File: src/rtl/wb_regfile.sv
// Writeback stage: selects the writeback value, commits it to a 16x16 register file,
// counts retired instructions and halts on HLT. Optional macro REGFILE_BYPASS_EN adds write-to-read bypass.
module wb_regfile #(
    parameter int         DATA_W  = 16,
    parameter int         NREGS   = 16,
    parameter int         ADDR_W  = 4,
    parameter logic [3:0] HALT_OP = 4'hF,
    parameter int         CNT_W   = 32
) (
    input  logic              clk,
    input  logic              rst,
    input  logic [DATA_W-1:0] WB_memdata,
    input  logic [DATA_W-1:0] WB_aluresult,
    input  logic [15:0]       WB_instr,
    input  logic              WB_RegWrite,
    input  logic              WB_memtoreg,
    input  logic              WB_inval,
    input  logic [ADDR_W-1:0] WB_regtowrite,
    input  logic [ADDR_W-1:0] rd_addr1,
    input  logic [ADDR_W-1:0] rd_addr2,
    output logic [DATA_W-1:0] rd_data1,
    output logic [DATA_W-1:0] rd_data2,
    output logic [DATA_W-1:0] wb_data,
    output logic              halt,
    output logic [CNT_W-1:0]  retire_cnt
);

    typedef enum logic {RUN, HALTED} state_t;

    state_t              state_q, state_d;
    logic [DATA_W-1:0]   regFile_q [NREGS];
    logic [CNT_W-1:0]    retireCnt_q, retireCnt_d;
    logic                valid;
    logic                isHalt;
    logic                commit;
    logic                unusedInstrBits;

    assign unusedInstrBits = ^WB_instr[11:0];

    assign wb_data = WB_memtoreg ? WB_memdata : WB_aluresult;
    assign valid   = ~WB_inval & (state_q != HALTED);
    assign isHalt  = (WB_instr[15:12] == HALT_OP);
    // HLT never writes, even if the decoder left RegWrite set.
    assign commit  = valid & WB_RegWrite & ~isHalt & (WB_regtowrite != '0);

    always_comb begin
        state_d = state_q;
        if (state_q == RUN && valid && isHalt) begin
            state_d = HALTED;
        end
    end

    always_comb begin
        retireCnt_d = retireCnt_q;
        if (valid && retireCnt_q != '1) begin
            retireCnt_d = retireCnt_q + 1'b1;
        end
    end

    always_ff @(posedge clk or negedge rst) begin
        if (!rst) begin
            state_q     <= RUN;
            retireCnt_q <= '0;
            for (int i = 0; i < NREGS; i++) begin
                regFile_q[i] <= '0;
            end
        end else begin
            state_q     <= state_d;
            retireCnt_q <= retireCnt_d;
            if (commit) begin
                regFile_q[WB_regtowrite] <= wb_data;
            end
        end
    end

    always_comb begin
        rd_data1 = (rd_addr1 == '0) ? '0 : regFile_q[rd_addr1];
        rd_data2 = (rd_addr2 == '0) ? '0 : regFile_q[rd_addr2];
`ifdef REGFILE_BYPASS_EN
        // commit already excludes R0, so a bypassed read can never leak into index 0.
        if (commit && rd_addr1 == WB_regtowrite) rd_data1 = wb_data;
        if (commit && rd_addr2 == WB_regtowrite) rd_data2 = wb_data;
`endif
    end

    assign halt       = (state_q == HALTED);
    assign retire_cnt = retireCnt_q;

endmodule

File: config.mk
export PLATFORM = sky130hd
export DESIGN_NAME = wb_regfile
export DESIGN_NICKNAME = d
export VERILOG_FILES = /design/src/rtl/wb_regfile.sv
export SDC_FILE = /design/constraint.sdc
export NUM_CORES = 1
export LEC_CHECK = 0
export ABC_AREA = 0
export CORE_MARGIN = 5
export CORE_UTILIZATION = 60
export CTS_CLUSTER_DIAMETER = 80
export DETAILED_ROUTE_END_ITERATION = 8
export GPL_TIMING_DRIVEN = 0
export PLACE_DENSITY = 0.83
export SLEW_MARGIN = 5
export SYNTH_ARGS = -nofsm -noshare
export SYNTH_HDL_FRONTEND = slang
export SYNTH_SLANG_ARGS = --single-unit
File: constraint.sdc
create_clock -name clk -period 3.4 [get_ports clk]
set_input_delay 0.51 -clock clk [delete_from_list [all_inputs] [get_ports clk]]
set_output_delay 0.51 -clock clk [all_outputs]
set_load 0.03 [all_outputs]
==> results.md, run 1 <==
| Group | Result | This run |
|---|---|---|
| job | Max-Cap Viols | 0 |
| clocking | CTS tree | done |
| synthesis | Mapped Cells | 1304 |
| worst hold path | Path type of the worst min-delay path | reg -> reg |
| detailed routing | Wire length reported by the detailed router | 53.2 mm |
| timing | Slew Limit Headroom | 32.3% |
| synthesis | Post-Syn Area per Cell | 11.5 sq um |
| synthesis | Number of enable-type register cells in the synthesized netlist | 0 |
| timing | Max-slew violations | 0 |
| grt | First-pass GRT wire length | 80.1 mm |
| layout | Ratio of cells with drive above 1 in the final layout | 21.4% |
| power and ir drop | Total Power | 10.9 mW |
| place | Hpwl dp | 35.5 mm |
| clocking | Clock Path Buffers | 3 |
| place | Place WS | -1.16 ns |
| detailed routing | Routed via count divided by cell count | 7.31 |
| timing | Number of setup violations in the final report | 10 |
| die | Die width | 168 um |
| detailed routing | Wire length per cell | 29.4 um |
| grt | Vias in the first global route | 13613 |
| timing | Crit share post-route | 103% |
| clocking | CTS Buf Count | 30 |
| power and ir drop | Portion of total power attributed to the clock network | 30.4% |
| power and ir drop | Internal power | 7.38 mW |
| timing | Final Hold Viols | 0 |
| clocking | Maximum level of the CTS H-tree | 1 |
| place | Total cell area at the placement stage | 16700 sq um |
| power and ir drop | Power share of the combinational group | 25.6% |
| synthesis | Synth Area in Compound Gates | 12.6% |
| die | I/O pin total | 146 |
| status | Violated checks | setup timing |
| die | Die H | 168 um |
| timing | Shortest period the worst path allows | 3.51 ns |
| synthesis | Yosys top cell area share | 48.3% |
| timing | Worst path setup slack after routing | -0.110 ns |
| synthesis | Flip-flop and latch count after synthesis | 289 |
| worst setup path | Startpoint type of the worst setup path | primary input |
| synthesis | Adder and majority cell fraction of the synthesized area | 0.0836% |
| worst setup path | CP max FO | 9 |
| synthesis | Proportion of synthesized flip-flops having asynchronous set or reset | 100% |
| synthesis | Dominant cell type by area after synthesis | dfrtp_1 |
| power and ir drop | Portion of total power attributed to sequential cells | 44.0% |
| synthesis | Leading cell type by number of instances after synthesis | dfrtp_1 |
| power and ir drop | Total power divided by cell area | 610 nW/um^2 |
| synthesis | Parity-gate share of the synthesized area counting xor and xnor cells | 1.81% |
| clocking | Clock root buffer | clkbuf_16 |
| die | Die area | 28200 sq um |
| detailed routing | Initial detailed-routing violation count | 2311 |
| synthesis | Multiplexer share of the synthesized area | 20.3% |
| grt | Aggregate global routing overflow | 0 |
| grt | Initial antenna violation count | 0 |
| die | Initial core utilization | 61.2% |
| place | Gpl congestion | 0.953 |
| synthesis | Area fraction in and, or, nand and nor cells after synthesis | 11.7% |
| clocking | Worst-Skew Late Latency | 0.57 ns |
| timing | F_max | 285 MHz |
| layout | Final instance area | 17900 sq um |
| detailed routing | Number of vias in the routed layout | 13215 |
| synthesis | Most common flop cell mapped by yosys | dfrtp_1 |
| die | Cell Rows | 57 |
| worst setup path | Signal arrival time at the worst endpoint | 3.00 ns |
| synthesis | Top cells by count, synth | 289 x dfrtp_1, 190 x a21oi_1, 170 x nor2_1 |
| grt | Total track usage | 37.3% |
| clocking | Clk sink count | 289 |
| clocking | Post-CTS repair timing setup buffer count | 0 |
| detailed routing | Detailed Routing Iterations Pass 1 | 8 |
| synthesis | Part of the Yosys area used for sequential elements | 48.3% |
| timing | Setup repair after global routing missed its margin | true |
| timing | Worst clock skew | 0.0118 ns |
| power and ir drop | Psw | 3.53 mW |
| power and ir drop | Leak | 7.61 nW |
| worst setup path | Data required, critical path | 2.89 ns |
| synthesis | Synthesis warning total | 0 |
| worst setup path | Path type of the worst setup path | in -> out |
| synthesis | Largest family of logic cells by synthesized area | multiplexers |
| layout | Antenna diode count | 0 |
| power and ir drop | Maximum vdd drop | 0.000475 V |
| grt | Maximum number of pins on one net before global-route repair | 118 |
| worst setup path | Crit path capture type | primary output |
| status | Result of the run | complete, but fails checks |
| detailed routing | # DRC | 0 |
| detailed routing | Number of routed nets with antenna violations | 0 |
| synthesis | Syn Std Cell Area | 15000 sq um |
| synthesis | Main area contributors after synthesis | dfrtp_1 48%, mux4_2 19%, a21oi_1 6.4% |
| worst hold path | Cell depth of the worst min-delay path | 1 |
| clocking | Clock input transition at the sequential cells of the worst setup and hold paths | 0.06 ns |
| timing | Pin slew with the least headroom to its limit | 0.987 ns |
| worst setup path | Number of cells on the worst reg-to-reg path | 6 |
| layout | Core occupancy in the finished layout | 73.0% |
| place | Buffers on Ports | 127 |
| layout | Synthesis-to-layout area growth | 19.4% |
| synthesis | Post-synthesis cell type count | 45 |
| synthesis | Net count after synthesis | 1370 |
| layout | Fin nets | 1529 |
| power and ir drop | Switch share | 32.4% |
| die | Floorplan Core Area | 24500 sq um |
metal layers:
layer	wire [um]	up-vias	track usage, %
li1	-	5068	-
met1	16900	6435	45.7
met2	24500	1348	57.0
met3	7600	362	12.8
met4	4130	2	23.9
met5	37	-	0
path summary, 6_finish.rpt:
| kind | to | startpoint | slack, ns |
|---|---|---|---|
| max | rd_data2[14] | rd_addr2[3] | -0.11 |
| min | regFile_q[244] | regFile_q[244] | 0.49 |
| max reg2reg | regFile_q[184] | halt | 1.06 |
| min reg2reg | regFile_q[244] | regFile_q[244] | 0.49 |
| max in group asynchronous | regFile_q[226] | rst | 1.87 |
| min in group asynchronous | retire_cnt[2] | rst | 0.50 |
power groups by stage:
stage | logic, mW | clock network (mW) | registers [mW]
2_1_floorplan | 1.78 | 0 | 4.67
3_5_place_dp | 2.70 | 0 | 4.79
6_report | 2.79 | 3.32 | 4.80
4_1_cts | 2.72 | 3.28 | 4.75
5_1_grt | 2.97 | 3.41 | 4.85
3_3_place_gp | 2.59 | 0 | 4.71
cell usage in the layout (no fill, tap or decap), types with 11 or more instances in the layout:
master	n
a21oi_1	190
a22oi_1	62
buf_2	33
buf_4	32
clkbuf_1	40
clkbuf_16	31
clkbuf_2	15
clkdlybuf4s50_1	107
dfrtp_1	289
dlygate4sd2_1	15
inv_1	19
mux4_2	128
nand2_1	93
nand4_1	20
nor2_1	167
o21ai_0	80
xnor2_1	20
xor2_1	11
timing repair:
action,in CTS,in global routing
resized for setup,60,29
hold buffers,1,0
hold endpoints to repair,28,0
setup endpoints to repair,40,34
gates cloned,0,0
critical path: stages:
cell             delay, ns
clkdlybuf4s15_1       0.58
and2_1                0.21
clkbuf_1              0.44
a22oi_1               0.25
a21oi_1               0.27
clkdlybuf4s50_1       0.74
per-stage QoR:
| step | instances | TNS, ns | hold slack [ns] |
|---|---|---|---|
| 2_1_floorplan | 1304 | 0 | 0.214 |
| 3_3_place_gp | 1755 | -2993.54 | 0.454 |
| 3_5_place_dp | 1757 | -21.26 | 0.472 |
| 4_1_cts | 1810 | -0.963 | 0.489 |
| 5_1_grt | 1808 | -0.0606 | 0.508 |
| 6_report | 1808 | -0.377 | 0.494 |
flip-flops by register name, summed over array words and instances, names as in the netlist:
register    flops
regFile_q     256
halt            1
retire_cnt     32
cell families after synthesis:
group	after synthesis
AOI/OAI and AO/OA	340
and+or+nand+nor	350
xor gates and xnor gates	31
muxes	144
DFF	289
buffers and inverters	149
adders and majority gates	1
area by class of cell:
class | instances | area, sq um
well taps | 324 | 405
multi-input cells | 866 | 7120
clock inverters | 7 | 63.8
fillers | 1620 | 6590
plain buffers | 126 | 734
repair buffers | 130 | 1320
flip-flops and latches | 289 | 7230
clock buffers | 46 | 912
inverters | 20 | 88.8
No activity file was read; power rests on OpenSTA's default activity.
==> run 2: changes to the inputs <==
Settings changed: REMOVE_ABC_BUFFERS from default to 1, SETUP_SLACK_MARGIN from default to 0.05, TNS_END_PERCENT from default to 50.
==> run 2 against run 1 <==
The flow still finishes with violations (setup timing). Largest power group unchanged. Core utilization shrank 0.37 points. Routed wire length shrank 21%. Fmax is 2.0% higher. Sequential share of layout area up 0.21 points. Critical path type unchanged. Critical path depth decreased by 2. First-iteration DRC count fell by 36%.
==> results.md, run 2 (synthesized netlist as in run 1, its figures left out) <==
| Group | Result | This run | Change |
|---|---|---|---|
| grt | Total track usage | 29.3% | -8.0 points |
| job | Max-Cap Viols | 0 | unchanged |
| layout | Top register by number of flip-flops | regFile_q |  |
| die | Die H | 168 um | unchanged |
| power and ir drop | Portion of total power attributed to sequential cells | 44.1% | about the same |
| power and ir drop | Psw | 3.34 mW | -5.3% |
| detailed routing | Wire length reported by the detailed router | 42.2 mm | -21% |
| timing | Slew Limit Headroom | 11.9% | -20 points |
| power and ir drop | Internal power | 7.51 mW | +1.8% |
| worst hold path | Path type of the worst min-delay path | reg -> reg |  |
| grt | Aggregate global routing overflow | 0 | unchanged |
| timing | Final Hold Viols | 0 | unchanged |
| layout | Commonest non-fill, non-tap cell in the layout | dfrtp_1 |  |
| status | Violated checks | setup timing |  |
| worst setup path | Startpoint type of the worst setup path | primary input |  |
| timing | Worst clock skew | 0.0110 ns | -0.000769 ns |
| timing | F_max | 291 MHz | +2.0% |
| clocking | Clock input transition at the sequential cells of the worst setup and hold paths | 0.06 ns | about the same |
| power and ir drop | Switch share | 30.8% | -1.6 points |
| worst setup path | End of the worst register-to-register path | regFile_q[127] |  |
| worst setup path | CP max FO | 16 | +7 |
| die | Initial core utilization | 61.2% | unchanged |
| detailed routing | Detailed Routing Iterations Pass 1 | 5 | -3 |
| timing | Max-slew violations | 0 | unchanged |
| layout | Fin nets | 1439 | -5.9% |
| worst setup path | Data required, critical path | 2.89 ns | about the same |
| detailed routing | Number of routed nets with antenna violations | 0 | unchanged |
| power and ir drop | Power share of the combinational group | 24.7% | -0.9 points |
| layout | Leading cell types in the layout, fill and taps excluded | 289 x dfrtp_1, 190 x a21oi_1, 167 x nor2_1 |  |
| layout | Antenna diode count | 0 | unchanged |
| timing | Setup_tns | -0.0723 ns | +0.305 ns |
| timing | Pin slew with the least headroom to its limit | 1.32 ns | +0.335 ns |
| detailed routing | # DRC | 0 | unchanged |
| clocking | Clk sink count | 289 | unchanged |
| worst setup path | Critical register-to-register path startpoint | halt |  |
| die | Die width | 168 um | unchanged |
| timing | Setup repair after global routing missed its margin | true |  |
| place | Gpl congestion | 0.837 | -12% |
| power and ir drop | Total power divided by cell area | 611 nW/um^2 | about the same |
| die | I/O pin total | 146 | unchanged |
| layout | Area taken by multi-input logic gates | 7120 sq um | unchanged |
| timing | Shortest period the worst path allows | 3.44 ns | -0.0686 ns |
| timing | Worst path setup slack after routing | -0.0419 ns | +0.0686 ns |
| worst hold path | Startpoint of the tightest hold check path | regFile_q[246] |  |
| clocking | CTS tree | done |  |
| clocking | Clock Path Buffers | 3 | unchanged |
| worst setup path | Number of cells on the worst reg-to-reg path | 5 | -1 |
| clocking | Clock root buffer | clkbuf_16 |  |
| worst hold path | Endpoint, Worst Hold | regFile_q[246] |  |
| grt | First-pass GRT wire length | 66.0 mm | -18% |
| layout | Number of fill cells | 1510 | -6.8% |
| clocking | Maximum level of the CTS H-tree | 1 | unchanged |
| layout | Synthesis-to-layout area growth | 18.8% |  |
| power and ir drop | Leak | 7.44 nW | -2.2% |
| worst setup path | Path type of the worst setup path | in -> out |  |
| detailed routing | Wire length per cell | 24.5 um | -17% |
| clocking | Worst-Skew Late Latency | 0.55 ns | -0.02 ns |
| layout | Ratio of cells with drive above 1 in the final layout | 19.4% | -2.0 points |
| worst setup path | Crit path capture type | primary output |  |
| clocking | CTS Buf Count | 30 | unchanged |
| power and ir drop | Maximum vdd drop | 0.000431 V | -9.3% |
| place | Hpwl dp | 25.4 mm | -28% |
| die | Floorplan Core Area | 24500 sq um | unchanged |
| layout | Core occupancy in the finished layout | 72.7% | -0.37 points |
| worst hold path | Cell depth of the worst min-delay path | 0 | -1 |
| layout | Area taken by flip-flops and latches | 7230 sq um | unchanged |
| status | Result of the run | complete, but fails checks |  |
| worst setup path | Setup slack on the worst flop-to-flop path | 0.88 ns | -0.18 ns |
| detailed routing | Routed via count divided by cell count | 6.75 | -7.6% |
| detailed routing | Initial detailed-routing violation count | 1481 | -36% |
| detailed routing | Number of vias in the routed layout | 11609 | -12% |
| die | Cell Rows | 57 | unchanged |
| timing | Number of setup violations in the final report | 2 | -8 |
| worst setup path | Signal arrival time at the worst endpoint | 2.93 ns | -0.07 ns |
| power and ir drop | Portion of total power attributed to the clock network | 31.1% | +0.7 points |
| layout | Largest register FFs | 256 | unchanged |
| grt | Vias in the first global route | 12114 | -11% |
| timing | Crit share post-route | 101% | -2.0 points |
| grt | Maximum number of pins on one net before global-route repair | 106 | -10% |
| place | Buffers on Ports | 133 | +4.7% |
| grt | Initial antenna violation count | 0 | unchanged |
| die | Die area | 28200 sq um | unchanged |
## run 2: per-layer routing
layer  vias up  wire (um)  track usage (%)
met2       726      21900             50.1
met3       164       3570             5.60
met1      5827      14800             37.2
li1       4892          -                -
met4         0       1870             11.9
met5         -          0                0
## run 2: worst max-delay path by stage
stage	start	to	slack [ns]	cells after the start
detailed placement	rd_addr1[0]	rd_data1[8]	-0.80	5
global placement	rst	regFile_q[32]	-10.27	1
finish	WB_memtoreg	wb_data[11]	-0.04	4
global route	WB_memtoreg	wb_data[7]	-0.18	4
floorplan	rd_addr1[0]	rd_data1[0]	0.68	2
CTS	WB_memtoreg	wb_data[1]	-0.17	4
## run 2: layout make-up
type / count / area share [%]
well taps: 324 / 2.28
flip-flops and latches: 289 / 40.7
clock inverters: 8 / 0.647
multi-input cells: 866 / 40.0
repair buffers: 166 / 10.8
inverters: 20 / 0.500
clock buffers: 46 / 5.02
## run 2: through the flow
step / hold WS [ns] / power (mW) / area [sq um] / cells / worst slack (ns)
finish: 0.398 / 10.9 / 17800 / 1719 / -0.0419
detailed placement: 0.383 / 7.35 / 16400 / 1653 / -0.797
CTS: 0.400 / 10.8 / 17600 / 1714 / -0.172
global route: 0.407 / 11.3 / 17800 / 1719 / -0.179
global placement: 0.376 / 7.19 / 16000 / 1632 / -10.27
floorplan: 0.214 / 6.34 / 14300 / 1175 / 0.677
## run 2: power groups by stage
stage / registers (mW) / clock network [mW] / logic (mW)
CTS: 4.74 / 3.40 / 2.65
global placement: 4.71 / 0 / 2.48
finish: 4.79 / 3.38 / 2.68
global route: 4.86 / 3.56 / 2.90
floorplan: 4.67 / 0 / 1.67
detailed placement: 4.77 / 0 / 2.58
## run 2: timing repair
action / 4_1_cts / 5_1_grt
hold buffers: 1 / 0
endpoints found under the setup margin: 40 / 29
endpoints found under the hold margin: 18 / 0
cloned: 1 / 0
gates resized for setup: 25 / 18
pin swaps: 1 / 0
buffers inserted: 5 / 0
## run 2: worst max-delay path: stages
cell and delay [ns]:
buf_2 0.65, mux2i_1 1.04, inv_1 0.08, clkdlybuf4s50_1 0.64
==> patch (settings of run 2) <==
`NREGS`: 16 -> 32.
--- a/src/rtl/wb_regfile.sv
+++ b/src/rtl/wb_regfile.sv
@@ -2,7 +2,7 @@
 // counts retired instructions and halts on HLT. Optional macro REGFILE_BYPASS_EN adds write-to-read bypass.
 module wb_regfile #(
     parameter int         DATA_W  = 16,
-    parameter int         NREGS   = 16,
+    parameter int         NREGS   = 32,
     parameter int         ADDR_W  = 4,
     parameter logic [3:0] HALT_OP = 4'hF,
     parameter int         CNT_W   = 32
Function: not settled (the Yosys comparison gave no result); the edit may change what the design does.
==> patch against run 2 <==
- the run still ends with negative setup slack left
- routed wire length down 2.9%
- first-iteration DRC count shrank 21%
- sequential cell count unchanged
- largest cell class unchanged
- setup slack got worse by 0.095 ns
- critical path type unchanged
- area after synthesis shrank 2.3%
- register-to-register slack worse by 0.64 ns
- hold slack worse by 0.0030 ns
- die area fell by 2.2%
- via count shrank 2.1%
- power shrank 6.1%
- combinational power shrank 17%
- sequential share of layout area up 0.62 points
- highest routed layer unchanged
- design area down 1.5%
- critical path depth unchanged
==> patch: results (changes against run 2) <==
| Metric | Value |
|---|---|
| Post-Synth Adder-Cell Area | 0.08559% (+0.0020 points) |
| Post-synthesis cell count | 1303 (-0.077%) |
| R2R depth | 4 (-1) |
| Largest net degree at the start of global routing | 113 (+6.6%) |
| Final Instance Count excl. Fillers | 1714 (-0.29%) |
| Wl on met1 | 15.05 mm (+1.5%) |
| Worst hold start | regFile_q[500] |
| Setup Buffers After CTS | 3 (-2) |
| Sequential area share after synthesis | 49.47% (+1.2 points) |
| Main synth FF type | dfrtp_1 |
| Mux cell area share after synthesis | 20.89% (+0.56 points) |
| GRT Total Usage | 29.14% (-0.18 points) |
| Synth Area in Compound Gates | 13.17% (+0.61 points) |
| Total wire length | 40.97 mm (-2.9%) |
| Share of layout cells above drive strength 1 | 18.71% (-0.72 points) |
| Place WS | -0.8930 ns (-0.09569 ns) |
| P_int | 7185 uW (-4.4%) |
| Met3 routed WL | 3.633 mm (+1.8%) |
| Hold worst-path end | regFile_q[500] |
| RePlAce Congestion | 0.8077 (-3.5%) |
| Post-DP HPWL | 24.44 mm (-3.9%) |
| Met1 GRT Util | 36.86% (-0.33 points) |
| IR drop worst, VDD | 0.4396 mV (+2.0%) |
| Total number of vias | 11370 (-2.1%) |
| Largest register by flop count | regFile_q |
| Failing checks | negative setup slack |
| PostCTS Resize Cnt | 27 (+8.0%) |
| Hold-critical path depth | 0 (unchanged) |
| First-pass iteration count of the detailed router | 6 (+1) |
| 1st-iter DRT viols | 1169 (-21%) |
| Area contributors post-synth | dfrtp_1 49%, mux4_2 20%, o21ai_0 6.6% |
| Met2 Usage GRT | 48.42% (-1.7 points) |
| Clock Path Buffers | 3 (unchanged) |
| Final TNS setup | -0.2493 ns (-0.1770 ns) |
| Status | complete, but fails checks |
| Count of cell types in the netlist | 43 (-4.4%) |
| R2R setup slack | 0.24 ns (-0.64 ns) |
| Nets | 1434 (-0.35%) |
| Hold-fix buffers, CTS | 1 (unchanged) |
| Cell Area, Placed | 16230 sq um (-0.83%) |
| Synth Area in XOR/XNOR | 1.678% (-0.14 points) |
| First-pass GRT wire length | 63.91 mm (-3.2%) |
| Grt met3 use | 5.903% (+0.30 points) |
| Met2 wire length | 20.39 mm (-7.0%) |
| Post-synth top cells | 289 x dfrtp_1, 205 x nand2_1, 192 x o21ai_0 |
| Worst setup margin | -0.1370 ns (-0.09513 ns) |
| CP arrival | 3.03 ns (+0.10 ns) |
| P_leak | 0.007421 uW (-0.28%) |
| Reg2reg end | regFile_q[301] |
| Post-Route Skew | 0.007994 ns (-0.003001 ns) |
| Vias in the first global route | 11860 (-2.1%) |
| Max-slew headroom | 7.650% (-4.2 points) |
| Final Setup Violations | 3 (+1) |
patch: changes by cell type after synthesis, sizes merged, moves of 3 or more:
cell    delta
a21oi    -110
xnor2      -8
nand2b     -3
clkbuf    +54
nor2     -107
nand3     +10
xor2       +5
buf       -55
o21ai    +112
nand4      -6
and3       -3
nor3       -8
nand2    +112
patch: power by group through the flow:
| stage | Combinational [uW] | Clock [uW] | Sequential [uW] |
|---|---|---|---|
| after floorplan | 1330 | 0 | 4480 |
| after global placement | 2080 | 0 | 4490 |
| after detailed placement | 2160 | 0 | 4550 |
| after CTS | 2200 | 3440 | 4510 |
| after global routing | 2400 | 3580 | 4600 |
| final | 2220 | 3430 | 4540 |
patch: area by class of cell:
cell class	instances	area, sq um
flip-flops and latches	289	7232
well taps	324	405.4
clock inverters	12	140.1
inverters	21	78.83
fillers	1526	6664
clock buffers	42	897.1
multi-input cells	865	6983
repair buffers	161	1777
patch: worst max-delay path by stage:
| stage | depth (start not counted) | from | end | slack [ns] |
|---|---|---|---|---|
| 3_3_place_gp | 1 | rst | regFile_q[458] | -10.36 |
| 4_1_cts | 4 | WB_memtoreg | wb_data[13] | -0.13 |
| 5_1_grt | 4 | WB_memtoreg | wb_data[9] | -0.23 |
| 3_5_place_dp | 4 | WB_memtoreg | wb_data[12] | -0.89 |
| 2_1_floorplan | 2 | rd_addr1[0] | rd_data1[0] | 0.68 |
| 6_report | 4 | WB_memtoreg | wb_data[8] | -0.14 |
patch: logic make-up (layout without fill, tap and decap cells):
| family | count (synthesis) | after routing |
|---|---|---|
| AO/OA/AOI/OAI | 346 | 346 |
| XOR/XNOR | 28 | 28 |
| adder cells (fa/ha/maj) | 1 | 1 |
| buffers and inverters | 149 | 236 |
| flip-flops | 289 | 289 |
| multiplexers | 145 | 145 |
| AND/OR/NAND/NOR | 345 | 345 |
